==> config.mk <==
export PLATFORM = sky130hd
export DESIGN_NAME = morse_decoder_flat
export DESIGN_NICKNAME = d
export VERILOG_FILES = /design/src/rtl/morse_pkg.sv /design/src/rtl/morse_decoder_if.sv /design/src/rtl/morse_sync.sv /design/src/rtl/morse_decoder.sv /design/src/flat_wrapper.sv
export SDC_FILE = /design/constraint.sdc
export NUM_CORES = 1
export LEC_CHECK = 0
export BUFFER_PORTS_ARGS = -buffer_cell sky130_fd_sc_hd__buf_2
export CAP_MARGIN = 20
export CELL_PAD_IN_SITES_DETAIL_PLACEMENT = 2
export CELL_PAD_IN_SITES_GLOBAL_PLACEMENT = 2
export CORE_MARGIN = 3
export CORE_UTILIZATION = 35
export DETAILED_ROUTE_END_ITERATION = 6
export PLACE_DENSITY = 0.81
export SYNTH_ARGS = -nofsm -noshare
export SYNTH_HDL_FRONTEND = slang
export SYNTH_SLANG_ARGS = --single-unit
==> constraint.sdc <==
create_clock -name CLOCK_50 -period 6.45 [get_ports CLOCK_50]
set_clock_uncertainty 0.2 [all_clocks]
set_input_delay 0.3225 -clock CLOCK_50 [delete_from_list [all_inputs] [get_ports CLOCK_50]]
set_output_delay 0.3225 -clock CLOCK_50 [all_outputs]
set_load 0.02 [all_outputs]
==> src/rtl/morse_pkg.sv <==
// Shared Morse definitions: A-H letter codes, the letter-to-symbol table and
// the receive-side state encoding.
package morse_pkg;

    localparam logic [2:0] WA = 3'd0;
    localparam logic [2:0] WB = 3'd1;
    localparam logic [2:0] WC = 3'd2;
    localparam logic [2:0] WD = 3'd3;
    localparam logic [2:0] WE = 3'd4;
    localparam logic [2:0] WF = 3'd5;
    localparam logic [2:0] WG = 3'd6;
    localparam logic [2:0] WH = 3'd7;

    typedef enum logic [1:0] {
        IDLE  = 2'd0,
        MARK  = 2'd1,
        SPACE = 2'd2,
        STUCK = 2'd3
    } morse_state_e;

    // len = symbol count, bits = MSB-first left-justified pattern, 1 = dash
    typedef struct packed {
        logic [2:0] len;
        logic [3:0] bits;
    } morse_code_t;

    function automatic morse_code_t letter_code(input logic [2:0] ltr);
        morse_code_t c;
        case (ltr)
            WA:      c = {3'd2, 4'b0100};
            WB:      c = {3'd4, 4'b1000};
            WC:      c = {3'd4, 4'b1010};
            WD:      c = {3'd3, 4'b1000};
            WE:      c = {3'd1, 4'b0000};
            WF:      c = {3'd4, 4'b0010};
            WG:      c = {3'd3, 4'b1100};
            WH:      c = {3'd4, 4'b0000};
            default: c = {3'd0, 4'b0000};
        endcase
        return c;
    endfunction

    // Returns {hit, letter}; hit is 0 when the pattern is not an A-H code.
    function automatic logic [3:0] match_code(input logic [2:0] count,
                                              input logic [3:0] bits);
        logic [3:0]  res;
        morse_code_t c;
        res = 4'b0000;
        for (int i = 0; i < 8; i++) begin
            c = letter_code(3'(i));
            if ((c.len == count) && (c.bits == bits)) begin
                res = {1'b1, 3'(i)};
            end
        end
        return res;
    endfunction

endpackage

==> src/rtl/morse_decoder_if.sv <==
// Serial line in, decoded letter and symbol progress out.
interface morse_decoder_if;

    logic       morse_in;
    logic [2:0] letter;
    logic       letter_valid;
    logic       error;
    logic [3:0] sym_bits;
    logic [2:0] sym_count;

    modport master (
        input  morse_in,
        output letter,
        output letter_valid,
        output error,
        output sym_bits,
        output sym_count
    );

    modport slave (
        output morse_in,
        input  letter,
        input  letter_valid,
        input  error,
        input  sym_bits,
        input  sym_count
    );

endinterface

==> src/rtl/morse_sync.sv <==
// Generic two-flop synchronizer for signals asynchronous to clk.
module morse_sync #(
    parameter int unsigned WIDTH = 1
) (
    input  logic             clk,
    input  logic             rst_n,
    input  logic [WIDTH-1:0] d,
    output logic [WIDTH-1:0] q
);

    logic [WIDTH-1:0] meta_r;
    logic [WIDTH-1:0] sync_r;

    // Two-stage capture of the asynchronous input
    always_ff @(posedge clk or negedge rst_n) begin
        if (!rst_n) begin
            meta_r <= {WIDTH{1'b0}};
            sync_r <= {WIDTH{1'b0}};
        end else begin
            meta_r <= d;
            sync_r <= meta_r;
        end
    end

    assign q = sync_r;

endmodule

==> src/rtl/morse_decoder.sv <==
// Run-length Morse receiver: classifies marks as dot/dash, detects the
// inter-letter gap and reports the A-H letter code or an error.
module morse_decoder
    import morse_pkg::*;
#(
    parameter int unsigned TICK_CYCLES = 25_000_000,
    parameter int unsigned CNT_W       = 28
) (
    input  logic            CLOCK_50,
    input  logic            ResetN,
    morse_decoder_if.master dec
);

    localparam logic [CNT_W-1:0] GLITCH_C = CNT_W'(TICK_CYCLES / 2);
    localparam logic [CNT_W-1:0] DASH_C   = CNT_W'(2 * TICK_CYCLES);
    localparam logic [CNT_W-1:0] STUCK_C  = CNT_W'(5 * TICK_CYCLES);
    localparam logic [CNT_W-1:0] GAP_C    = CNT_W'(2 * TICK_CYCLES);
    localparam logic [CNT_W-1:0] ONE_C    = CNT_W'(1);

    logic             s_s;
    logic             s_d_r;
    logic             rise_s;
    logic             fall_s;
    logic [CNT_W-1:0] run_r;
    logic [3:0]       lookup_s;
    morse_state_e     state_r;
    logic [2:0]       letter_r;
    logic             letter_valid_r;
    logic             error_r;
    logic [3:0]       sym_bits_r;
    logic [2:0]       sym_count_r;
    logic             overflow_r;

    morse_sync #(.WIDTH(1)) u_sync (
        .clk   (CLOCK_50),
        .rst_n (ResetN),
        .d     (dec.morse_in),
        .q     (s_s)
    );

    assign rise_s   = s_s & ~s_d_r;
    assign fall_s   = ~s_s & s_d_r;
    assign lookup_s = match_code(sym_count_r, sym_bits_r);

    // Edge history and run counter; loading 1 on an edge makes run_r equal
    // the full length of the run that just ended when the next edge arrives.
    always_ff @(posedge CLOCK_50 or negedge ResetN) begin
        if (!ResetN) begin
            s_d_r <= 1'b0;
            run_r <= {CNT_W{1'b0}};
        end else begin
            s_d_r <= s_s;
            if (rise_s || fall_s) begin
                run_r <= ONE_C;
            end else if (run_r < STUCK_C) begin
                run_r <= run_r + ONE_C;
            end
        end
    end

    // Decoder FSM with symbol collection, letter resolution and pulses
    always_ff @(posedge CLOCK_50 or negedge ResetN) begin
        if (!ResetN) begin
            state_r        <= IDLE;
            letter_r       <= 3'd0;
            letter_valid_r <= 1'b0;
            error_r        <= 1'b0;
            sym_bits_r     <= 4'b0000;
            sym_count_r    <= 3'd0;
            overflow_r     <= 1'b0;
        end else begin
            letter_valid_r <= 1'b0;
            error_r        <= 1'b0;
            case (state_r)
                IDLE: begin
                    state_r <= rise_s ? MARK : IDLE;
                end
                MARK: begin
                    if (run_r >= STUCK_C) begin
                        error_r     <= 1'b1;
                        sym_bits_r  <= 4'b0000;
                        sym_count_r <= 3'd0;
                        overflow_r  <= 1'b0;
                        state_r     <= STUCK;
                    end else if (fall_s) begin
                        if (run_r < GLITCH_C) begin
                            state_r <= (sym_count_r == 3'd0) ? IDLE : SPACE;
                        end else begin
                            if (sym_count_r < 3'd4) begin
                                sym_bits_r[2'd3 - sym_count_r[1:0]] <= (run_r >= DASH_C);
                                sym_count_r <= sym_count_r + 3'd1;
                            end else begin
                                overflow_r <= 1'b1;
                            end
                            state_r <= SPACE;
                        end
                    end else begin
                        state_r <= MARK;
                    end
                end
                SPACE: begin
                    // A rise in the same cycle the gap completes starts the next letter
                    if (run_r >= GAP_C) begin
                        if (lookup_s[3] && !overflow_r) begin
                            letter_r       <= lookup_s[2:0];
                            letter_valid_r <= 1'b1;
                        end else begin
                            error_r <= 1'b1;
                        end
                        sym_bits_r  <= 4'b0000;
                        sym_count_r <= 3'd0;
                        overflow_r  <= 1'b0;
                        state_r     <= rise_s ? MARK : IDLE;
                    end else begin
                        state_r <= rise_s ? MARK : SPACE;
                    end
                end
                STUCK: begin
                    state_r <= s_s ? STUCK : IDLE;
                end
                default: begin
                    sym_bits_r  <= 4'b0000;
                    sym_count_r <= 3'd0;
                    overflow_r  <= 1'b0;
                    state_r     <= IDLE;
                end
            endcase
        end
    end

    assign dec.letter       = letter_r;
    assign dec.letter_valid = letter_valid_r;
    assign dec.error        = error_r;
    assign dec.sym_bits     = sym_bits_r;
    assign dec.sym_count    = sym_count_r;

endmodule

==> src/flat_wrapper.sv <==
// flat-port wrapper written by rule: the top's interface ports become plain ports
module morse_decoder_flat import morse_pkg::*;
#(
    parameter int unsigned TICK_CYCLES = 25_000_000,
    parameter int unsigned CNT_W       = 28
)
  (CLOCK_50, ResetN, dec_morse_in, dec_letter, dec_letter_valid, dec_error, dec_sym_bits, dec_sym_count);
  morse_decoder_if dec_i ();
  input  logic CLOCK_50;
  input  logic ResetN;
  input wire logic [$bits(dec_i.morse_in)-1:0] dec_morse_in;
  output wire logic [$bits(dec_i.letter)-1:0] dec_letter;
  output wire logic [$bits(dec_i.letter_valid)-1:0] dec_letter_valid;
  output wire logic [$bits(dec_i.error)-1:0] dec_error;
  output wire logic [$bits(dec_i.sym_bits)-1:0] dec_sym_bits;
  output wire logic [$bits(dec_i.sym_count)-1:0] dec_sym_count;
  assign dec_i.morse_in = dec_morse_in;
  assign dec_letter = dec_i.letter;
  assign dec_letter_valid = dec_i.letter_valid;
  assign dec_error = dec_i.error;
  assign dec_sym_bits = dec_i.sym_bits;
  assign dec_sym_count = dec_i.sym_count;
  morse_decoder #(.TICK_CYCLES(TICK_CYCLES), .CNT_W(CNT_W)) u_core (.CLOCK_50(CLOCK_50), .ResetN(ResetN), .dec(dec_i));
endmodule
## After elaboration in Yosys (flattened, before gate mapping)

Index checks and enable logic that the tools add are counted.

| storage, ports and cells | value |
|---|---|
| register bits | 46 |
| RAM bits | 0 |
| memories | 0 |
| memory bits (read-only) | 0 |
| output and inout bits | 12 |
| bits in latches | 0 |

| operators by class | value |
|---|---|
| $add $sub $neg | 3 |
| $mul | 0 |
| div/mod/pow operators | 0 |
| eq/ne operators | 17 |
| bitwise logic cells | 4 |
| mux-type cells | 47 |
| order comparisons | 7 |
| reduce and logical (&&, ||, !) cells | 20 |
| shift-type cells | 0 |

Operator list:

| operator | number |
|---|---|
| 28-bit two-way mux | 2 |
| 4-bit two-way mux | 13 |
| 28-bit by 1-bit adder with 28-bit output (second input constant) | 1 |
| 28-bit by 26-bit >= comparator with 1-bit output (second input constant) | 1 |
| 28-bit by 27-bit >= comparator with 1-bit output (second input constant) | 1 |
| 28-bit by 24-bit less-than comparator with 1-bit output (second input constant) | 1 |
| 28-bit by 27-bit less-than comparator with 1-bit output (second input constant) | 1 |
| 3-bit two-way mux | 5 |
| 2-bit two-way mux | 7 |
| 1-bit two-way mux | 13 |
| 4-bit == test (first input constant) | 3 |
| 1-bit logical AND | 10 |
| 5-bit AND reduction | 2 |
| 2-bit one-hot mux with 4 select lines | 1 |
| 4-bit one-hot mux with 2 select lines | 1 |
| 2-bit by 3-bit == test with 1-bit output (first input constant) | 2 |
| 3-bit by 1-bit inequality test with 1-bit output (second input constant) | 2 |
| 3-bit by 2-bit inequality test with 1-bit output (second input constant) | 2 |
| 3-bit one-hot mux with 2 select lines | 1 |
| 4-bit bitwise mux | 1 |
| 2-bit == test (second input constant) | 2 |
| 2-bit by 4-bit == test with 1-bit output (first input constant) | 1 |
| 3-bit by 4-bit == test with 1-bit output (first input constant) | 1 |
| 4-bit zero test | 1 |
| other kinds (19) | 23 |

## Logic depth before layout (Yosys ltp)

Gate-level depths: netlist of run 1.

| depth | value |
|---|---|
| word-level depth | 14 |
| gate-level depth with buffers | 9 |

## Cells and area by module

Synthesis of run 1 repeated with hierarchy kept, for this count alone.

| second synthesis, totals | value |
|---|---|
| cell total of the unflattened synthesis | 303 |
| area, all modules | 2802.7 µm² |

By module, submodules not included:

| module | cells an instance | times used | area each (µm²) |
|---|---|---|---|
| morse_decoder | 301 | 1 | 2752.6 |
| morse_sync | 2 | 1 | 50.0 |

## Worst setup path before layout of run 1

Ideal clock, no wire load.

| timing | value |
|---|---|
| kind | reg-to-reg |
| start point | register u_core.sym_count_r[0] (netlist: u_core.dec.sym_count[0]) |
| end point | register u_core.error_r (netlist: u_core.dec.error) |
| cell stages (with the launch flop) | 9 |
| required time | 6.166 ns |
| arrival time | 2.058 ns |
| path slack | 4.108 ns |
| cells stage by stage | dfrtp_1 > ha_1 > ha_1 > and3_1 > a31oi_1 > o21a_1 > a311oi_1 > or3b_2 > a21boi_0 |

| on the way | value |
|---|---|
| longest elaborated chain between the ends | 14 |

Ends and longest elaborated chain:

| what | RTL line | RTL |
|---|---|---|
| from (decl) | morse_decoder.sv:31 | `logic [2:0] sym_count_r;` |
| from (signal assigned) | morse_decoder.sv:91 | `sym_count_r <= sym_count_r + 3'd1;` |
| 2-bit by 3-bit == test with 1-bit output | morse_pkg.sv:51 | `if ((c.len == count) && (c.bits == bits)) begin` |
| 1-bit logical AND | morse_pkg.sv:51 |  |
| 4-bit two-way mux (7 in series) | morse_pkg.sv:51 |  |
| 4-bit two-way mux (*) | morse_pkg.sv:51 |  |
| 1-bit logical AND (*) | morse_decoder.sv:104 | `if (lookup_s[3] && !overflow_r) begin` |
| 1-bit two-way mux (*) | morse_decoder.sv:104 |  |
| 1-bit two-way mux (*) | morse_decoder.sv:103 | `if (run_r >= GAP_C) begin` |
| 1-bit one-hot mux with 2 select lines (*) | morse_decoder.sv:74 | `case (state_r)` |
| to (signal assigned) | morse_decoder.sv:73 | `error_r <= 1'b0;` |
| to (signal assigned) | morse_decoder.sv:80 | `error_r <= 1'b1;` |
| to (signal assigned) | morse_decoder.sv:108 | `error_r <= 1'b1;` |
| to (decl) | morse_decoder.sv:29 | `logic error_r;` |

Every way passes the cells marked *; elsewhere a longest branch is shown, timed or not.
A chain may end at the register's enable or synchronous reset.

## Worst setup path after layout of run 1

| timing | value |
|---|---|
| start point | register u_core.run_r[13] |
| end point | register u_core.sym_count_r[0] (netlist: u_core.dec.sym_count[0]) |

| on the way | value |
|---|---|
| longest elaborated chain between the ends | 3 |

Ends and longest elaborated chain:

| what | RTL line | RTL |
|---|---|---|
| from (decl) | morse_decoder.sv:24 | `logic [CNT_W-1:0] run_r;` |
| from (signal assigned) | morse_decoder.sv:50 | `run_r <= {CNT_W{1'b0}};` |
| from (signal assigned) | morse_decoder.sv:56 | `run_r <= run_r + ONE_C;` |
| 28-bit by 27-bit >= comparator with 1-bit output, or another cell as far along | morse_decoder.sv:79 | `if (run_r >= STUCK_C) begin` |
| 3-bit by 1-bit inequality test with 1-bit output (no source line), or another cell as far along | n/a |  |
| 5-bit AND reduction (no source line) or 3-bit one-hot mux with 2 select lines (tied branches) | n/a |  |

Several ways; a longest one is shown, not always the timed one.

==> results of run 1 <==
## repair_timing
action / 4_1_cts / 5_1_grt
buffers inserted: 0 / 0
endpoints found under the setup margin: 0 / 0
hold buffers: 1 / 1
hold endpoints to repair: 1 / 23
## power by group through the flow
stage	Combinational [uW]	Sequential (uW)	Clock, uW
global placement	162	336	0
floorplan	102	340	0
global route	193	335	285
finish	170	331	259
detailed placement	170	337	0
CTS	170	331	269
## through the flow
step	area, sq um	utilization	power [uW]	hold slack (ns)	setup WS [ns]
floorplan	2740	-	442	-0.173	4.11
global route	3040	0.408	814	0.175	3.36
global placement	2860	0.384	498	0.138	3.59
detailed placement	2860	0.384	507	0.148	3.51
CTS	3000	0.403	771	0.0416	3.49
finish	3040	0.408	760	0.164	3.52
## state kept, by name, summed over array words and instances, names as in the netlist
register                 cells
u_core.dec.sym_count         3
u_core.run_r                28
u_core.dec.letter            3
u_core.state_r               2
u_core.dec.letter_valid      1
u_core.u_sync.q              1
u_core.dec.error             1
u_core.overflow_r            1
u_core.dec.sym_bits          4
u_core.u_sync.meta_r         1
u_core.s_d_r                 1
## routing by layer
| metal | vias to the layer above | GRT usage | part of all wire | wire (um) |
|---|---|---|---|---|
| li1 | 1050 | - | - | - |
| met1 | 1130 | 0.228 | 0.47 | 3390 |
| met2 | 23 | 0.313 | 0.50 | 3620 |
| met3 | 5 | 0.0287 | 0.025 | 179 |
| met4 | 0 | 0.0469 | 0.011 | 77 |
| met5 | - | 0 | 0 | 0 |
## worst min-delay path by stage
stage / startpoint / to / slack [ns] / cells after the start
2_1_floorplan: ResetN / u_core.dec.error / -0.17 / 0
3_3_place_gp: u_core.u_sync.meta_r / u_core.u_sync.q / 0.14 / 0
3_5_place_dp: u_core.u_sync.meta_r / u_core.u_sync.q / 0.15 / 0
4_1_cts: ResetN / u_core.dec.letter[2] / 0.04 / 1
5_1_grt: u_core.u_sync.meta_r / u_core.u_sync.q / 0.17 / 0
6_report: u_core.u_sync.meta_r / u_core.u_sync.q / 0.16 / 0
## worst max-delay path: cells and delay by family (launching register included)
kind            cells  cell delay (ns)
simple gates        2             0.72
flops               1             0.47
mux                 1             0.33
compound gates      3             1.09
## cells by family (layout without fill, tap and decap cells)
group / count (synthesis) / count (layout) / synth area share
simple gates: 122 / 122 / 0.240
compound gates: 52 / 52 / 0.139
flops: 46 / 46 / 0.420
buf+inv: 25 / 38 / 0.0474
xor+xnor: 22 / 22 / 0.0702
fa+ha+maj: 12 / 12 / 0.0547
mux: 7 / 7 / 0.0287
## cell type report
cell class | instances | area [sq um]
clock inverters | 3 | 68.8
clock buffers | 5 | 68.8
multi-input cells | 215 | 1460
flip-flops and latches | 46 | 1150
repair buffers | 17 | 118
inverters | 13 | 48.8
well taps | 99 | 124
fillers | 832 | 4410
## Yosys cell counts, drive strengths merged, types with 5 or more instances
master | instances | area [sq um]
nand2 | 23 | 86.3
ha | 12 | 150
buf | 7 | 62.6
a21oi | 7 | 35.0
nor2 | 33 | 124
nand3 | 5 | 25.0
nor4b | 5 | 43.8
o21ai | 9 | 48.8
inv | 13 | 48.8
xnor2 | 21 | 184
o211ai | 5 | 37.5
nor3 | 9 | 45.0
or3 | 6 | 37.5
dfrtp | 46 | 1150
nor4 | 12 | 93.8
clkbuf | 5 | 18.8
==> results.ini, run 1 <==
[outcome]
status = completed

[floorplan]
die_area_sq_um = 8940
io_pins = 15
coreArea_sq_um = 7450
fp.dieH_um = 94.5
die_w_um = 94.5
initial_core_util = 0.368
num_rows = 31

[clock_tree]
cts_buffer_depth = 2
cts.clk_slew.worst_paths_ns = 0.09
cts_buffers = 5
cts_max_level = 2
root_buffer = clkbuf_8
ctsResizeCount = 0
cts_tree = done
clock_sinks = 46
clk-insertion-delay-late_ns = 0.30

[synth]
syn_area_sq_um = 2740
async_flop_share = 1.00
yosys_warnings = 0
syn_area_per_cell_sq_um = 9.59
synthDistinctLibCells = 58
syn_nets = 301
syn_inst = 286
yosysSeqAreaShare = 0.420
synth_edf_count = 0
synthFlopType = dfrtp_1
synth-seq-cells = 46

[placed_design]
dp.cells = 387
io_buffers = 14
gp_congestion = 0.803
dp_hpwl_um = 5110

[global_routing]
antenna_found_initial = 0
grt_max_degree = 47
grt_pass1_wl_um = 12500
grt_overflow = 0
grt_pass1_vias = 2469
grt_usage = 0.179

[routing]
num_vias = 2208
drt_iter0_markers = 96
vias_per_cell = 5.55
drc = 0
postRouteAntennaNets = 0
routedWlPerCell_um = 18.3
dr.pass1.iters = 4
finalWirelength_um = 7270

[power]
p_clk_frac = 0.341
leakagePower_uw = 0.00127
sequentialPowerShare = 0.436
worst_ir_drop_vdd_mv = 0.153
p_per_area_nw_per_um2 = 250
p_sw_frac = 0.304
p_sw_uw = 231
combPwrFrac = 0.224
p_int_uw = 529

[timing]
finalCritPeriodShare = 0.455
tightest_slew_ns = 0.824
rsz0062_at_grt = false
slew_headroom = 0.450
setup_viol = 0
fin_crit_ns = 2.93
slew_viol_final = 0
hold_violations = 0
max_clock_freq_ghz = 0.341
fin_setup_tns_ns = 0

[critical_path]
setup.worst_path.end = u_core.dec.sym_count[0]
cp_cell_sequence = or3b_1 -> a2111oi_2 -> o22a_2 -> or2b_2 -> o21ai_2 -> mux2_4
r2r_cells = 6
startpoint = u_core.run_r[13]
critPathLaunchType = flip-flop
timing.rr.start = u_core.run_r[13]
end_kind = flip-flop
cp.required_ns = 6.44
crit_path_top_delay_cell = o22a_2
setup.worst_path.class = reg -> reg
crit_arrival_ns = 2.93
slowest_delay_ns = 0.70
cp_max_fo = 39
r2r_slack_ns = 3.52
reg2reg_to = u_core.dec.sym_count[0]

[layout]
instances_no_fill = 398
syn_to_final_growth_pct = 10.9
final_common_cell = dfrtp_1
drive_above_1_share = 0.124
final_cell_mix = dfrtp_1, nor2_1, nand2_1
layout.nets = 313
antenna_cells = 0

[hold_path]
min_path_type = reg -> reg

[flow_run]
max_cap_viol_count = 0

No activity file was read; power rests on OpenSTA's default activity.
==> run 2, diff against run 1 <==
- PLACE_DENSITY: 0.81 -> 0.84
- clock period: 6.45 -> 2.4 ns (I/O delays scaled with it)
==> results.ini, run 2 (synthesis gave the netlist of run 1 again) <==
[power]
worst_ir_drop_vdd_mv = 0.227  ; +49%
p_int_uw = 1490  ; +180%
combPwrFrac = 0.334  ; +0.110
p_per_area_nw_per_um2 = 665  ; +170%
p_sw_uw = 751  ; +220%
leakagePower_uw = 0.00143  ; +13%
sequentialPowerShare = 0.392  ; -0.044
p_clk_frac = 0.274  ; -0.067
p_sw_frac = 0.335  ; +0.0309

[routing]
postRouteAntennaNets = 0  ; unchanged
routedWlPerCell_um = 22.9  ; +25%
wl_met3_um = 306  ; +71%
dr.pass1.iters = 4  ; unchanged
num_vias = 2472  ; +12%
finalWirelength_um = 9800  ; +35%
vias_per_cell = 5.78  ; +4.1%
dr.max_layer_used = met4
dr_wl_met2_um = 5000  ; +38%
drc = 0  ; unchanged
drt_iter0_markers = 111  ; +16%
met1Wirelength_um = 4290  ; +27%

[timing]
tightest_slew_ns = 0.669  ; -0.155 ns
fin_crit_ns = 2.57  ; -0.369 ns
finalCritPeriodShare = 1.07  ; +0.614
setup_viol = 7  ; +7
setup_slack_ns = -0.166  ; -3.68 ns
slew_viol_final = 0  ; unchanged
rsz0062_at_grt = true
slew_headroom = 0.553  ; +0.103
max_clock_freq_ghz = 0.390  ; +14%
hold_violations = 0  ; unchanged

[critical_path]
cp_cell_sequence = buf_4 -> nand4b_1 -> a211oi_1 -> o211ai_1 -> a211oi_2 -> buf_4 -> o21ai_4 -> mux2_4
crit_path_top_delay_cell = dfrtp_1
critical_path_buf_inv_count = 2  ; +2
end_kind = flip-flop
critPathLaunchType = flip-flop
crit_arrival_ns = 2.58  ; -0.35 ns
slowest_delay_ns = 0.40  ; -0.30 ns
setup.worst_path.class = reg -> reg
cp.required_ns = 2.42  ; -4.02 ns
crit_top_cell = buf_4
cp_max_fo = 7  ; -82%
crit_family = compound AO/OA/AOI/OAI gates

[global_routing]
grt_overflow = 0  ; unchanged
grt_pass1_vias = 2681  ; +8.6%
grt_pass1_wl_um = 14600  ; +17%
grt_usage = 0.212  ; +0.0335
grt_max_degree = 27  ; -43%
antenna_found_initial = 0  ; unchanged

[placed_design]
gp_congestion = 0.841  ; +4.7%
dp.cells = 415  ; +7.2%
io_buffers = 14  ; unchanged
dp_hpwl_um = 6020  ; +18%

[layout]
largest_register = u_core.run_r
largest_reg_flops = 28  ; unchanged
utilization = 0.453  ; +0.0445
drive_above_1_share = 0.255  ; +0.132
final_cell_mix = dfrtp_1, nor2_1, buf_4
final_common_cell = dfrtp_1
syn_to_final_growth_pct = 22.9
antenna_cells = 0  ; unchanged
layout.nets = 344  ; +9.9%
instances_no_fill = 428  ; +7.5%

[clock_tree]
clk-insertion-delay-late_ns = 0.32  ; +0.02 ns
cts.clk_slew.worst_paths_ns = 0.09  ; about the same
cts_buffer_depth = 2  ; unchanged
cts_buffers = 5  ; unchanged
cts_tree = done
clock_sinks = 46  ; unchanged
cts_max_level = 2  ; unchanged
root_buffer = clkbuf_8

[floorplan]
die_w_um = 94.5  ; unchanged
die_area_sq_um = 8940  ; unchanged
fp.dieH_um = 94.5  ; unchanged
coreArea_sq_um = 7450  ; unchanged
io_pins = 15  ; unchanged
num_rows = 31  ; unchanged
initial_core_util = 0.368  ; unchanged

[outcome]
violations = negative setup slack
status = complete, but fails checks

[flow_run]
max_cap_viol_count = 0  ; unchanged

[hold_path]
min_path_type = in -> async

==> run 2: cell count changes in the layout (fill, tap and decap cells not counted), moves of 2 or more <==
cell,before,now
buf_4,0,31
ha_1,12,8
ha_4,0,4
inv_1,13,10
inv_4,0,2
nor4_1,9,7
nor4_2,3,5
o21ai_0,8,6
==> run 2: what timing repair did <==
item                                    CTS  global route
resized for setup                         6            26
hold buffers                              2             0
pin swaps                                 0             7
setup buffers                             0             4
endpoints found under the setup margin    9            32
hold endpoints to repair                 21             0
==> run 2: through the flow <==
stage / worst slack, ns / TNS, ns / hold slack [ns] / power, uW / instance area, sq um
after CTS: 0.000165 / 0 / 0.123 / 2060 / 3220
after global placement: 0.0622 / 0 / -0.0878 / 1390 / 3070
after global routing: -0.257 / -3.30 / 0.144 / 2360 / 3370
final: -0.166 / -0.764 / 0.0985 / 2240 / 3370
after detailed placement: -0.0560 / -0.154 / -0.0775 / 1410 / 3070
after floorplan: 0.0575 / 0 / -0.376 / 1190 / 2740
==> run 2: area by class of cell <==
cell class                      count  area [sq um]
Tap cell                           99           124
Clock buffer                        6          82.6
Clock inverter                      1          30.0
Inverter                           13          53.8
Sequential cell                    46          1150
Timing Repair Buffer               48           334
Multi-Input combinational cell    215          1600
Fill cell                         795          4070
==> run 2: path summary, 6_finish.rpt <==
path / slack, ns / depth (start not counted) / to / startpoint
worst max-delay path: -0.17 / 8 / u_core.dec.sym_count[0] / u_core.run_r[13]
worst min-delay path: 0.1 / 2 / u_core.dec.letter[0] / ResetN
worst max register to register: -0.17 / 8 / u_core.dec.sym_count[0] / u_core.run_r[13]
worst min register to register: 0.17 / 0 / u_core.u_sync.q / u_core.u_sync.meta_r
max in group asynchronous: 1.13 / 3 / u_core.run_r[22] / ResetN
min in group CLOCK_50: 0.17 / 0 / u_core.u_sync.q / u_core.u_sync.meta_r
==> run 2: per-layer routing <==
| layer | GRT usage | vias up |
|---|---|---|
| met1 | 0.276 | 1285 |
| met3 | 0.0295 | 20 |
| met2 | 0.368 | 53 |
| met4 | 0.0577 | 0 |
| met5 | 0 | - |
| li1 | - | 1114 |
==> run 2: power groups by stage <==
stage / sequential [uW] / clock (uW) / combinational [uW]
5_1_grt: 886 / 664 / 811
2_1_floorplan: 913 / 0 / 273
3_5_place_dp: 877 / 0 / 537
3_3_place_gp: 873 / 0 / 514
4_1_cts: 863 / 628 / 564
6_report: 879 / 615 / 748
